[config.mk]
export PLATFORM = sky130hd
export DESIGN_NAME = bram_stream_reader
export DESIGN_NICKNAME = d
export VERILOG_FILES = /design/src/rtl/bram_stream_reader.sv
export SDC_FILE = /design/constraint.sdc
export NUM_CORES = 1
export LEC_CHECK = 0
export CAP_MARGIN = 20
export CELL_PAD_IN_SITES_DETAIL_PLACEMENT = 1
export CELL_PAD_IN_SITES_GLOBAL_PLACEMENT = 1
export CORE_AREA = 2 2 88 90
export CTS_BUF_LIST = sky130_fd_sc_hd__clkbuf_4 sky130_fd_sc_hd__clkbuf_8
export DETAILED_ROUTE_END_ITERATION = 10
export DIE_AREA = 0 0 90 92
export PLACE_DENSITY = 0.63
export RECOVER_POWER = 100
export SLEW_MARGIN = 20
export SYNTH_ARGS = -nofsm -noshare
export SYNTH_HDL_FRONTEND = slang
export SYNTH_SLANG_ARGS = --single-unit
[constraint.sdc]
create_clock -name clk_in -period 3 [get_ports clk_in]
set_input_delay 0.6 -clock clk_in [delete_from_list [all_inputs] [get_ports clk_in]]
set_output_delay 0.6 -clock clk_in [all_outputs]
set_load 0.05 [all_outputs]
[src/rtl/bram_stream_reader.sv]
// Streams a run of BRAM words out over a valid/ready handshake.
// Optional trailing checksum word: define BRAM_STREAM_READER_CHECKSUM_EN.
module bram_stream_reader #(
  parameter int WIDTH = 8,
  localparam int DEPTH = 4096 / WIDTH,
  localparam int ADDRW = $clog2(DEPTH)
) (
  input  logic             clk_in,
  input  logic             rst_in,
  input  logic             start_in,
  input  logic [ADDRW-1:0] base_in,
  input  logic [ADDRW:0]   len_in,
  output logic [ADDRW-1:0] mem_addr_out,
  input  logic [WIDTH-1:0] mem_data_in,
  output logic [WIDTH-1:0] data_out,
  output logic             valid_out,
  input  logic             ready_in,
  output logic             busy_out,
  output logic             done_out
);

  typedef enum logic [2:0] {
    IDLE,
    FETCH,
    SEND,
`ifdef BRAM_STREAM_READER_CHECKSUM_EN
    CSUM,
`endif
    DONE
  } state_t;

  state_t           state;
  logic [ADDRW-1:0] addr;
  logic [ADDRW:0]   remain;
`ifdef BRAM_STREAM_READER_CHECKSUM_EN
  logic [WIDTH-1:0] sum;
`endif

  // The BRAM read port is combinational; addr is always a clean register.
  assign mem_addr_out = addr;

  always_ff @(posedge clk_in) begin
    if (rst_in) begin
      state     <= IDLE;
      addr      <= '0;
      remain    <= '0;
      data_out  <= '0;
      valid_out <= 1'b0;
      busy_out  <= 1'b0;
      done_out  <= 1'b0;
`ifdef BRAM_STREAM_READER_CHECKSUM_EN
      sum       <= '0;
`endif
    end else begin
      done_out <= 1'b0;
      unique case (state)
        IDLE: begin
          if (start_in) begin
            busy_out <= 1'b1;
`ifdef BRAM_STREAM_READER_CHECKSUM_EN
            sum <= '0;
`endif
            if (len_in != '0) begin
              addr   <= base_in;
              remain <= len_in;
              state  <= FETCH;
            end else begin
`ifdef BRAM_STREAM_READER_CHECKSUM_EN
              data_out  <= '0;
              valid_out <= 1'b1;
              state     <= CSUM;
`else
              done_out <= 1'b1;
              state    <= DONE;
`endif
            end
          end
        end
        FETCH: begin
          data_out  <= mem_data_in;
          valid_out <= 1'b1;
          state     <= SEND;
        end
        SEND: begin
          if (ready_in) begin
            valid_out <= 1'b0;
`ifdef BRAM_STREAM_READER_CHECKSUM_EN
            sum <= sum + data_out;
`endif
            if (remain == (ADDRW+1)'(1)) begin
`ifdef BRAM_STREAM_READER_CHECKSUM_EN
              data_out  <= sum + data_out;
              valid_out <= 1'b1;
              state     <= CSUM;
`else
              done_out <= 1'b1;
              state    <= DONE;
`endif
            end else begin
              addr   <= addr + 1'b1;
              remain <= remain - 1'b1;
              state  <= FETCH;
            end
          end
        end
`ifdef BRAM_STREAM_READER_CHECKSUM_EN
        CSUM: begin
          if (ready_in) begin
            valid_out <= 1'b0;
            done_out  <= 1'b1;
            state     <= DONE;
          end
        end
`endif
        DONE: begin
          busy_out <= 1'b0;
          state    <= IDLE;
        end
        default: begin
          state    <= IDLE;
          busy_out <= 1'b0;
        end
      endcase
    end
  end

endmodule

Word-level counts from Yosys, hierarchy flattened
Cells that the tools add are included.
- $add $sub $neg: 2
- eq/ne operators: 7
- muxes and demuxes: 24
- bitwise gates (word level): 1
- reduce and logical (&&, ||, !) cells: 9
- operators with widths (cell ; number):
    10-bit two-way mux ; 4
    9-bit two-way mux ; 4
    10-bit one-hot mux with 2 select lines ; 1
    9-bit one-hot mux with 2 select lines ; 1
    10-bit by 1-bit equality test with 1-bit output (second input constant) ; 1
    10-bit nonzero test ; 1
    10-bit by 1-bit subtractor with 10-bit output (second input constant) ; 1
    9-bit by 1-bit adder with 9-bit output (second input constant) ; 1
    3-bit one-hot mux with 3 select lines ; 1
    2-bit != test (second input constant) ; 4
    1-bit two-way mux ; 6
    3-bit two-way mux ; 2
    1-bit one-hot mux with 2 select lines ; 3
    2-bit AND reduction ; 3
    5-bit AND reduction ; 1
    2-bit two-way mux ; 2
    2-bit nonzero test ; 2
    3-bit by 1-bit equality test with 1-bit output (second input constant) ; 1
    3-bit by 2-bit equality test with 1-bit output (second input constant) ; 1
    3-bit logical NOT ; 1
    2-bit OR reduction ; 1
    1-bit NOT ; 1
- flip-flop bits (word level): 33
- input bits: 31
- logic and storage cells: 50

Depth between registers and ports, before layout
Gate-level depths: netlist of run 1.
- depth after elaboration: 4
- depth in mapped cells: 9

Worst setup path after synthesis of run 1
No wires, ideal clock.
- kind: register to register
- start: register state[0]
- end: register addr[3] (netlist: mem_addr_out[3])
- library setup time: 140 ps
- data arrival time: 1769 ps
- setup slack: 1091 ps
- stages on the path, launching flop included: 8
- path buffers: 1
- clock period less this slack: 1909 ps
- path through: dfxtp_1 inv_1 ha_1 buf_6 nor2b_4 or3_4 a2111oi_2 o32ai_2
- word-level cells in the longest chain between the ends: 3
- elaborated cells on any way between the ends: 9
- ends and longest elaborated chain (element ; line ; source):
    from (decl) ; 32 ; state_t state;
    from (signal assigned) ; 44 ; state <= IDLE;
    from (signal assigned) ; 66 ; state <= FETCH;
    from (signal assigned) ; 74 ; state <= DONE;
    3-bit by 2-bit equality test with 1-bit output or 3-bit logical NOT (tied branches) ; 56 ; unique case (state)
    2-bit != test (no source line) or 2-bit nonzero test (tied branches) ; -- ;
    5-bit AND reduction (no source line) ; -- ;
    to (signal assigned) ; 64 ; addr <= base_in;
    to (signal assigned) ; 100 ; addr <= addr + 1'b1;
    to (decl) ; 33 ; logic [ADDRW-1:0] addr;
Several ways; a longest one is shown, not always the timed one.
A chain may end at the register's enable or synchronous reset.

Final worst setup path of run 1
- start: input len_in[0]
- end: register addr[0] (netlist: mem_addr_out[0])
- word-level cells in the longest chain between the ends: 3
- ends and longest elaborated chain (element ; line ; source):
    from (decl) ; 12 ; input logic [ADDRW:0] len_in,
    10-bit nonzero test ; 63 ; if (len_in != '0) begin
    2-bit != test (no source line) ; -- ;
    5-bit AND reduction (no source line) ; -- ;
Every way passes these cells.

==> results.cfg, run 1 <==
[finish]
areaGrowthSynthToFinish_pct = 27.5
final_area_um2 = 2700
finish.utilization_pct = 36.3
layout-drive-gt1-share_pct = 13.9
nets = 311
n_antenna_cell = 0
finalNonFillerCells = 375

[synth]
synth.largest_area_cell = dfxtp_1
netlist_top_cells_count = dfxtp_1, nand2_1, nor2_1, a21oi_1, mux2i_1
synth_most_common_cell = dfxtp_1
synthArstFlopShare_pct = 0
synth_top_family_by_area = simple AND/OR/NAND/NOR gates
synth-simple-area-share_pct = 29.6
yosysWarnings = 0
synth_edf_count = 0
synth_compound_area_share_pct = 23.7
synth_fa_ha_area_share_pct = 4.13
synthXorXnorAreaFrac_pct = 0
syn_nets = 265
synthCells = 227
ys_seq_area_share_pct = 30.2
synth_cell_types = 52
syn_area_um2 = 2120
synth_top_area_share_pct = 30.2
synth_mux_area_share_pct = 5.25
ys.flop_type = dfxtp_1
synth_area_leaders = dfxtp_1, nor4_2, mux2i_1, ha_1, o32ai_2
postSynthAreaPerCell_um2 = 9.34
synth_seq_cells = 32

[cts]
cts_tree = yes
cts_max_path_buffers = 2
clk_pin_slew_ns = 0.07
hold_buffers = 0
cts.sinks = 32
h-tree-depth = 2
cts_setup_buffers = 0
post_cts_resized = 0
numCtsBuffers = 5
root_buffer = clkbuf_8
clkLatencyLatePin_ns = 0.28

[worst_setup_path]
critPathArrivalTime_ns = 2.73
reg2reg_setup_slack_ns = 0.56
r2r-end = remain[0]$_SDFFE_PP0P_
crit_required_ns = 3.18
cp_max_fo = 16
r2r-start = state[0]$_SDFFE_PP0P_
reg2reg_depth = 7
cp-start-kind = primary input
end_kind = register
critPathKind = primary input to register

[power_and_ir_drop]
peakVddDrop_mv = 0.377
finalPower_mw = 2.29
powerDensity_nw_per_um2 = 846
cellLeakagePower_nw = 0.988

[hold_path]
holdCritPathClass = register to register
min_path_cells = 2
min_to = remain[9]$_SDFFE_PP0P_
min-delay-start = remain[9]$_SDFFE_PP0P_

[grt]
grt_pass1_wl_um = 10800
grtUsageTotal_pct = 15.8
antenna_found_initial = 0
overflow = 0
grt_pass1_vias = 2147
grt_max_degree = 31

[flow_run]
drv_cap = 0

[detailed_routing]
avgViaCountPerCell = 5.33
drt-total-wl_um = 6420
vias = 1998
routedWlPerCell_um = 17.1
drtPass1Iterations = 4
drtIter0Drc = 98
drcViolationCount = 0
ant_nets = 0

[timing]
fmaxAchievable_mhz = 392
rsz0062_at_grt = no
setup_tns_ns = 0
post-route-period-util_pct = 85.0
maxSlewViolCount = 0
finClkSkew_ns = 0.00402
tightest_slew_ns = 0.636
whs_ns = 0.475
fin_crit_ns = 2.55
maxSlewHeadroom_pct = 57.0
hold_violations = 0
timing.final.ws_setup_ns = 0.450
setup_viol = 0

[outcome]
status = finished clean

[floorplanning]
rows = 32
coreArea_um2 = 7450
start_util_pct = 28.5
die_area_um2 = 8280
ioPinCount = 51
chipWidth_um = 90
fp.dieH_um = 92

[placement]
dp_cells = 368
dpl.hpwl_um = 4290
dpl_worst_slack_ns = 0.329
dpl_cell_area_um2 = 2680
gp_congestion = 0.720
port_buffers = 50
critical path, cell delays in order:
cell	delay (ns)
clkdlybuf4s50_1	0.45
nor4b_1	0.61
and3_1	0.26
clkbuf_2	0.43
a2111oi_2	0.10
o221a_1	0.26
report_power, final:
| part | internal (mW) | total [mW] | switching [mW] |
|---|---|---|---|
| logic | 0.481 | 1.25 | 0.766 |
| registers | 0.543 | 0.667 | 0.124 |
| clock network | 0.205 | 0.372 | 0.168 |
| total | 1.23 | 2.29 | 1.06 |
cell usage in the layout (no fill, tap or decap), types with 3 or more instances in the layout:
cell,instances
and4_1,3
nor4_2,7
nor2_1,18
nor3_1,6
o21ai_0,6
nand3_1,4
nand2_1,20
dfxtp_1,32
ha_1,7
clkdlybuf4s50_1,29
a22oi_1,3
mux2i_1,10
nor2b_1,6
a31oi_1,4
nor4_1,9
and3_1,4
a21oi_1,12
o32ai_1,12
buf_4,4
a2111oi_2,3
nor3_2,3
dlygate4sd3_1,21
clkbuf_8,7
inv_1,8
flip-flops by register name, indices dropped and copies added, names as in the netlist:
name,cells
busy_out,1
data_out,8
done_out,1
mem_addr_out,9
remain,10
state,2
valid_out,1
worst max path at each step:
| stage | end | start | cells after the start | slack [ns] |
|---|---|---|---|---|
| after floorplan | mem_addr_out[3]$_SDFFE_PP0P_ | state[0]$_SDFFE_PP0P_ | 7 | 1.09 |
| after global placement | mem_addr_out[0]$_SDFFE_PP0P_ | len_in[0] | 6 | 0.32 |
| after detailed placement | mem_addr_out[0]$_SDFFE_PP0P_ | len_in[0] | 6 | 0.33 |
| after CTS | mem_addr_out[0]$_SDFFE_PP0P_ | len_in[0] | 6 | 0.62 |
| after global routing | mem_addr_out[0]$_SDFFE_PP0P_ | len_in[0] | 6 | 0.33 |
| final | mem_addr_out[0]$_SDFFE_PP0P_ | len_in[0] | 6 | 0.45 |
cell type report:
| type | count | area (um2) |
|---|---|---|
| Fill cell | 893 | 4740 |
| Multi-Input combinational cell | 168 | 1260 |
| Sequential cell | 32 | 641 |
| Timing Repair Buffer | 56 | 539 |
| Tap cell | 102 | 128 |
| Clock buffer | 7 | 96.3 |
| Inverter | 10 | 37.5 |
per-layer routing:
layer / global-route usage [%] / wire length (um) / vias to the layer above
li1: - / - / 961
met1: 21.2 / 3050 / 978
met4: 3.72 / 34 / 0
met2: 25.6 / 2940 / 55
met3: 4.03 / 390 / 4
met5: 0 / 0 / -
kinds of logic after synthesis:
family / Yosys count
flops: 32
mux: 11
fa+ha+maj: 7
compound gates: 57
simple gates: 93
buf+inv: 27
No activity file was read; power rests on OpenSTA's default activity.
==> run 2: changes to the inputs <==
--- a/config.mk
+++ b/config.mk
@@ -9,7 +9,6 @@
 export CELL_PAD_IN_SITES_DETAIL_PLACEMENT = 1
 export CELL_PAD_IN_SITES_GLOBAL_PLACEMENT = 1
 export CORE_AREA = 2 2 88 90
-export CTS_BUF_LIST = sky130_fd_sc_hd__clkbuf_4 sky130_fd_sc_hd__clkbuf_8
 export DETAILED_ROUTE_END_ITERATION = 10
 export DIE_AREA = 0 0 90 92
 export PLACE_DENSITY = 0.63
==> results of run 2 <==
The final DEF is identical to that of run 1; final timing and power are the same.
==> run 3: changes to the inputs <==
--- a/config.mk
+++ b/config.mk
@@ -8,9 +8,9 @@
 export CAP_MARGIN = 20
 export CELL_PAD_IN_SITES_DETAIL_PLACEMENT = 1
 export CELL_PAD_IN_SITES_GLOBAL_PLACEMENT = 1
-export CORE_AREA = 2 2 88 90
+export CORE_AREA = 4 4 90 92
 export DETAILED_ROUTE_END_ITERATION = 10
-export DIE_AREA = 0 0 90 92
+export DIE_AREA = 0 0 94 96
 export PLACE_DENSITY = 0.63
 export RECOVER_POWER = 100
 export SLEW_MARGIN = 20
==> run 3 against run 2 <==
Against the previous run: the run now ends with capacitance limit, slew limit left; critical path depth shrank 3; global-route usage shrank 0.69 points; core utilization grew 1.3 points; clock power shrank 7.0%; setup slack gained 0.088 ns; final area grew 0.37%; critical path type unchanged.
==> results.cfg, run 3 (synthesis results as in run 1) <==
[cts]
h-tree-depth = 2
cts_tree = yes
post_cts_resized = 0
cts_max_path_buffers = 2
cts.sinks = 32
hold_buffers = 0
clkLatencyLatePin_ns = 0.29
root_buffer = clkbuf_8
clk_pin_slew_ns = 0.08
cts_setup_buffers = 0
numCtsBuffers = 5

[outcome]
status = complete, but fails checks
violations = capacitance limit, slew limit

[finish]
finish.utilization_pct = 37.6
final_common_cell = dfxtp_1
nets = 312
finalNonFillerCells = 374
final_area_um2 = 2710
areaGrowthSynthToFinish_pct = 28.0
largest_reg_flops = 10
top_register = remain
final_cell_mix = dfxtp_1, clkdlybuf4s50_1, nand2_1, dlygate4sd3_1, nor2_1
n_antenna_cell = 0
layout-drive-gt1-share_pct = 14.9

[worst_setup_path]
critPathKind = primary input to register
cp-start-kind = primary input
end_kind = register
crit_required_ns = 3.11
critPathArrivalTime_ns = 2.58
cp_max_fo = 30
cp_slowest_cell = clkbuf_1
crit_chain = clkdlybuf4s50_1 > clkbuf_1 > o32ai_1
slowest_delay_ns = 1.22

[floorplanning]
ioPinCount = 51
start_util_pct = 29.4
chipWidth_um = 94
fp.dieH_um = 96
die_area_um2 = 9020
rows = 31
coreArea_um2 = 7210

[timing]
timing.final.ws_setup_ns = 0.537
rsz0062_at_grt = no
whs_ns = 0.470
fin_crit_ns = 2.46
fmaxAchievable_mhz = 406
setup_tns_ns = 0
setup_viol = 0
tightest_slew_ns = 1.68
hold_violations = 0
post-route-period-util_pct = 82.1
maxSlewHeadroom_pct = -12.1
maxSlewViolCount = 31
finClkSkew_ns = 0.00862

[placement]
dp_cells = 366
port_buffers = 50
dpl_worst_slack_ns = 0.466
dpl_cell_area_um2 = 2690
gp_congestion = 0.728
dpl.hpwl_um = 4430

[detailed_routing]
avgViaCountPerCell = 5.31
vias = 1986
routedWlPerCell_um = 17.4
drtPass1Iterations = 4
drcViolationCount = 0
drtIter0Drc = 109
drt-total-wl_um = 6500
ant_nets = 0

[grt]
overflow = 0
grt_pass1_vias = 2139
grt_pass1_wl_um = 10900
grt_max_degree = 31
antenna_found_initial = 0
grtUsageTotal_pct = 15.1

[power_and_ir_drop]
finalPower_mw = 2.28
cellLeakagePower_nw = 0.988
powerDensity_nw_per_um2 = 838
peakVddDrop_mv = 0.325

[hold_path]
holdCritPathClass = register to register

[flow_run]
drv_cap = 1
-- run 3: cell count changes in the layout (fill, tap and decap cells not counted), moves of 2 or more --
cell,previous run,this run
buf_4,4,6
clkbuf_8,7,5
clkinv_2,0,2
nor3_1,6,8
nor3_2,3,1
nor4_1,9,6
nor4_2,7,9
-- run 3: area by class of cell --
| cell class | count | area [um2] |
|---|---|---|
| Timing Repair Buffer | 57 | 549 |
| Clock inverter | 3 | 18.8 |
| Clock buffer | 5 | 68.8 |
| Tap cell | 99 | 124 |
| Inverter | 10 | 37.5 |
| Sequential cell | 32 | 641 |
| Fill cell | 863 | 4500 |
| Multi-Input combinational cell | 168 | 1270 |
-- run 3: critical path, delay by kind of cell --
| kind | cells | cell delay, ns |
|---|---|---|
| buffers and inverters | 2 | 1.71 |
| AO/OA/AOI/OAI | 1 | 0.25 |
-- run 3: final timing paths --
path / startpoint / endpoint / slack (ns) / cells past startpoint
hold reg to reg: remain[9]$_SDFFE_PP0P_ / remain[9]$_SDFFE_PP0P_ / 0.47 / 2
setup / recovery: rst_in / mem_addr_out[3]$_SDFFE_PP0P_ / 0.54 / 3
setup reg to reg: state[0]$_SDFFE_PP0P_ / mem_addr_out[3]$_SDFFE_PP0P_ / 0.56 / 6
hold / removal: remain[9]$_SDFFE_PP0P_ / remain[9]$_SDFFE_PP0P_ / 0.47 / 2
-- run 3: report_power, final --
group / internal (mW) / switching [mW]
sequential: 0.543 / 0.121
combinational: 0.492 / 0.773
clock: 0.162 / 0.184
-- run 3: metal layers --
metal,GRT usage [%],wire length (um),vias up
met5,0,0,-
met4,2.89,27,0
met3,3.67,314,2
met2,23.9,2960,47
met1,21.1,3200,977
li1,-,-,960
